<file path="src/rtl/wb_arbiter.sv">
// Register-file write-port arbiter: the ALU has fixed priority over a 2-entry load FIFO.
// A pending-write scoreboard stalls issue on RAW and WAW hazards.
module wb_arbiter (
  input  logic        clk,
  input  logic        rst_n,
  input  logic        alu_valid,
  input  logic [4:0]  alu_rd,
  input  logic [31:0] alu_data,
  input  logic        mem_valid,
  input  logic [4:0]  mem_rd,
  input  logic [31:0] mem_data,
  output logic        mem_ready,
  input  logic        issue_valid,
  input  logic [4:0]  issue_rd,
  input  logic [4:0]  rs1_addr,
  input  logic [4:0]  rs2_addr,
  output logic        stall,
  output logic [4:0]  rd_addr,
  output logic [31:0] w_data,
  output logic        w_en
);

  logic [1:0]  count_q, count_d;
  logic [4:0]  fifo_rd_q   [2];
  logic [31:0] fifo_data_q [2];
  logic        push, pop, alu_sel, wr_idx;

  logic        w_en_q, w_en_d;
  logic [4:0]  rd_addr_q, rd_addr_d;
  logic [31:0] w_data_q, w_data_d;
  logic [31:0] pending_q, pending_d;
  logic        issue_go;

  // A source is busy only while its write has not yet reached the port;
  // the register file bypasses the value in the cycle it is written.
  function automatic logic hit(input logic [4:0] x, input logic [31:0] pend,
                               input logic wen, input logic [4:0] wrd);
    return (x != 5'd0) && pend[x] && !(wen && (wrd == x));
  endfunction

  assign mem_ready = (count_q < 2'd2);
  assign push      = mem_valid && mem_ready && (mem_rd != 5'd0);
  assign alu_sel   = alu_valid && (alu_rd != 5'd0);
  assign pop       = !alu_sel && (count_q != 2'd0);
  // Pushing while popping can only happen at count 1, so the new entry lands at the head.
  assign wr_idx    = pop ? 1'b0 : count_q[0];

  assign stall = issue_valid && (hit(rs1_addr, pending_q, w_en_q, rd_addr_q) ||
                                 hit(rs2_addr, pending_q, w_en_q, rd_addr_q) ||
                                 hit(issue_rd, pending_q, w_en_q, rd_addr_q));
  assign issue_go = issue_valid && !stall && (issue_rd != 5'd0);

  always_comb begin
    // NOTE: every always_comb output gets a default first so no latch is inferred.
    count_d   = count_q;
    w_en_d    = 1'b0;
    rd_addr_d = rd_addr_q;
    w_data_d  = w_data_q;
    pending_d = pending_q;

    case ({push, pop})
      2'b10:   count_d = count_q + 2'd1;
      2'b01:   count_d = count_q - 2'd1;
      default: count_d = count_q;
    endcase

    if (alu_sel) begin
      w_en_d    = 1'b1;
      rd_addr_d = alu_rd;
      w_data_d  = alu_data;
    end else if (pop) begin
      w_en_d    = 1'b1;
      rd_addr_d = fifo_rd_q[0];
      w_data_d  = fifo_data_q[0];
    end

    // Clear before set so a same-edge re-issue keeps the register pending.
    if (w_en_q)   pending_d[rd_addr_q] = 1'b0;
    if (issue_go) pending_d[issue_rd]  = 1'b1;
    pending_d[0] = 1'b0;
  end

  // NOTE: FIFO storage has no reset; count_q alone decides which entries are valid.
  always_ff @(posedge clk) begin
    if (pop) begin
      fifo_rd_q[0]   <= fifo_rd_q[1];
      fifo_data_q[0] <= fifo_data_q[1];
    end
    if (push) begin
      fifo_rd_q[wr_idx]   <= mem_rd;
      fifo_data_q[wr_idx] <= mem_data;
    end
  end

  // NOTE: sequential state uses non-blocking assignments only.
  always_ff @(posedge clk or negedge rst_n) begin
    if (!rst_n) begin
      count_q   <= 2'd0;
      w_en_q    <= 1'b0;
      rd_addr_q <= 5'd0;
      w_data_q  <= 32'd0;
      pending_q <= 32'd0;
    end else begin
      count_q   <= count_d;
      w_en_q    <= w_en_d;
      rd_addr_q <= rd_addr_d;
      w_data_q  <= w_data_d;
      pending_q <= pending_d;
    end
  end

  assign w_en    = w_en_q;
  assign rd_addr = rd_addr_q;
  assign w_data  = w_data_q;

endmodule

</file>
<file path="config.mk">
export PLATFORM = sky130hd
export DESIGN_NAME = wb_arbiter
export DESIGN_NICKNAME = d
export VERILOG_FILES = /design/src/rtl/wb_arbiter.sv
export SDC_FILE = /design/constraint.sdc
export NUM_CORES = 1
export LEC_CHECK = 0
export ABC_AREA = 1
export CAP_MARGIN = 20
export CORE_ASPECT_RATIO = 0.8
export CORE_MARGIN = 2
export CORE_UTILIZATION = 42
export DETAILED_ROUTE_END_ITERATION = 7
export GPL_TIMING_DRIVEN = 0
export PLACE_DENSITY = 0.7
export SYNTH_ARGS = -nofsm -noshare
export SYNTH_HDL_FRONTEND = slang
export SYNTH_SLANG_ARGS = --single-unit
</file>
<file path="constraint.sdc">
create_clock -name clk -period 6.6 [get_ports clk]
set_clock_uncertainty 0.1 [all_clocks]
set_input_delay 0.99 -clock clk [delete_from_list [all_inputs] [get_ports clk]]
set_output_delay 0.99 -clock clk [all_outputs]
set_load 0.005 [all_outputs]
</file>
==> key figures <==
Run status
  – Status: complete, no violations

Clock tree
  – Post-cts sizing count: 0
  – CTS tree: done
  – CTS Hold Buffers Added: 0
  – Post-CTS setup buffer count: 0
  – CTS buffer count: 17
  – Clock sink count: 145
  – Clock Path Buffers: 2
  – Clock root buffer: clkbuf_16
  – Clock-pin slew on the worst setup and hold paths: 0.06 ns
  – H-tree lvl count: 4
  – Clk_lat worst skew: 0.42 ns

Timing
  – Fin. max-slew vios: 0
  – # setup viols final: 0
  – Hold Slack: 0.332 ns
  – Final WS setup: 2.07 ns
  – Final period util: 0.686
  – Post-layout min period: 4.53 ns
  – Slew headroom: 0.593
  – RSZ-0062 raised after global routing: false
  – Max frequency: 221 MHz
  – Final Hold Violating Endpoints: 0
  – Worst slew pin tran: 0.608 ns

Floorplanning
  – Initial core utilization: 0.426
  – # IOs: 134
  – Core ar.: 17200 sq um
  – Die ar.: 18500 sq um
  – Row cnt: 43
  – Die Span X: 151 um
  – Die Ht: 122 um

Worst setup path
  – Critical-path top delay cell: clkdlybuf4s50_1
  – Crit path buffers/inverters: 5
  – WP data required: 5.51 ns
  – Maximum fanout along the worst path: 6
  – Critical Path Start Type: input pin
  – Critical Path Max Stage Delay: 0.65 ns
  – Worst path most repeated cell: nand2_1
  – CP top delay family: buffers and inverters
  – RR Endpoint: pending_q[18]
  – Worst EP arrival: 3.44 ns
  – Critical register-to-register path startpoint: rd_addr[2]
  – Flop2flop setup slack: 4.29 ns
  – Crit. End Element: output port
  – Worst-path cell chain: clkdlybuf4s50_1 > inv_2 > nor2_1 > nand2_1 > nand2_1 > nand2_1 > nand2_1 > inv_1 > nand2_1 > nor2_2 > nor2_2 > nor2_4 > nand2_1 > nand2_1 > inv_1 > clkdlybuf4s50_1
  – R2r worst-path depth: 11
  – WS Path Type: in -> out

Yosys
  – Sequential area share after synthesis: 0.547
  – Flops & latches, synth: 145
  – Gate count after technology mapping: 815
  – Warnings from Yosys: 0
  – Syn nets: 910
  – Post-Syn Area: 7310 sq um
  – Synth Area per Inst: 8.97 sq um
  – Synth unique cells: 29

Global routing
  – Grt total ovfl: 0
  – GRT Overall Usage: 0.243
  – Initial antenna violation count: 0
  – First-pass GRT wire length: 34.1 mm
  – Largest net degree at the start of global routing: 60
  – Vias in the first global route: 6352

Routing
  – Wire length on met2: 9.83 mm
  – Avg Vias per Cell: 5.39
  – # DRC: 0
  – Final WL: 21.7 mm
  – Wirelength per Cell: 18.0 um
  – Detailed Route Iter0 Violations: 562
  – Met1 WL: 9.37 mm
  – Max Used Layer: met4
  – Met3 Routed Length: 2.16 mm
  – Drt pass-1 iters: 5
  – Post-detailed-route count of antenna-violating nets: 0
  – Routed vias: 6499

Place
  – DP Worst Slack: 2.04 ns
  – Final Wtd Congestion: 0.920
  – HPWL after DPL: 15.5 mm
  – I/O Buffers: 130

Power and ir drop
  – Pleak: 4.05 nW
  – Worst vdd ir: 0.238 mV
  – Total power: 3.58 mW
  – Power per cell area: 374 nW/um^2

Cells and area
  – Area added between synthesis and finish: 31.2%
  – Fraction of layout cells with a size suffix above 1: 0.0796
  – Final nets: 1062
  – Commonest cells after routing, fill and taps aside: nand2_1 (230), clkdlybuf4s50_1 (129), nand3_1 (109)
  – N_diodes: 0
  – Most common cell after layout, fill and taps aside: nand2_1

Worst hold path
  – Hold/Removal Path Class: in -> async

Flow run
  – Max Cap Violations: 0
[synth_stat cells (all sizes together)]
| library cell | count | area share |
|---|---|---|
| ha | 1 | 0.0017 |
| a21oi | 16 | 0.011 |
| nor3 | 10 | 0.0068 |
| a22oi | 9 | 0.0092 |
| nor2 | 63 | 0.035 |
| buf | 22 | 0.023 |
| xnor2 | 2 | 0.0024 |
| clkbuf | 15 | 0.0082 |
| a221oi | 1 | 0.0012 |
| inv | 62 | 0.032 |
| dfrtp | 71 | 0.24 |
| nand4 | 33 | 0.028 |
| o211ai | 6 | 0.0062 |
| o21ai | 44 | 0.030 |
| mux2 | 35 | 0.054 |
| nand2 | 234 | 0.12 |
| edfxtp | 74 | 0.30 |
| xor2 | 2 | 0.0024 |
| o22ai | 6 | 0.0051 |
| nand3 | 109 | 0.075 |
[registers in the layout, indices dropped and copies added, names as in the netlist]
signal,cells
fifo_data_q,64
w_data,32
pending_q,31
fifo_rd_q,10
rd_addr,5
count_q,2
w_en,1
[power breakdown]
part	total, mW	internal (mW)	leakage [nW]	switching [mW]
sequential	1.46	1.26	1.56	0.203
clock	1.01	0.636	0.302	0.375
combinational	1.11	0.470	2.19	0.643
[metrics by stage]
stage / util / cells / setup TNS [ns] / instance area (sq um)
after CTS: 0.559 / 1205 / 0 / 9590
final: 0.559 / 1205 / 0 / 9590
after global routing: 0.559 / 1205 / 0 / 9590
after floorplan: - / 815 / 0 / 7310
after detailed placement: 0.523 / 1173 / 0 / 8980
after global placement: 0.518 / 1170 / -17.14 / 8890
[final cells by class]
| type | count | area, sq um |
|---|---|---|
| Fill cell | 1525 | 7570 |
| Sequential cell | 145 | 4000 |
| Multi-Input combinational cell | 571 | 2870 |
| Timing Repair Buffer | 133 | 1370 |
| Clock buffer | 20 | 437 |
| Tap cell | 225 | 282 |
| Inverter | 62 | 233 |
| Buffer | 37 | 228 |
| Clock inverter | 12 | 180 |
[worst max path at each step]
stage | endpoint | slack [ns] | start | cells after the start
after floorplan | fifo_data_q[0][0] | 1.75 | alu_rd[3] | 6
after global placement | fifo_data_q[0][18] | -0.47 | alu_rd[3] | 7
after detailed placement | stall | 2.04 | rs1_addr[0] | 16
after CTS | stall | 2.03 | rs1_addr[0] | 16
after global routing | stall | 1.84 | rs1_addr[0] | 16
final | stall | 2.07 | rs1_addr[0] | 16
[cell families after synthesis]
family / share of synthesized area
DFF: 0.547
muxes: 0.0539
xor gates and xnor gates: 0.00479
adders and majority gates: 0.00171
and+or+nand+nor: 0.267
AOI/OAI and AO/OA: 0.0628
buffers and inverters: 0.0630
[worst reg2reg max path: stages (launching register included)]
cell and delay, ns:
dfrtp_1 0.37, clkbuf_1 0.26, inv_1 0.35, nand2_1 0.10, a21oi_1 0.17, nand3_1 0.10, nand2_1 0.08, nor2_1 0.06
nor2_4 0.22, buf_6 0.18, nand4_1 0.14, nand2_1 0.10
[per-layer routing]
| metal | track usage | up-vias |
|---|---|---|
| li1 | - | 3093 |
| met2 | 0.370 | 299 |
| met3 | 0.0790 | 22 |
| met1 | 0.337 | 3085 |
| met5 | 0 | - |
| met4 | 0.0637 | 0 |
Power figures use the tool's default switching activity.
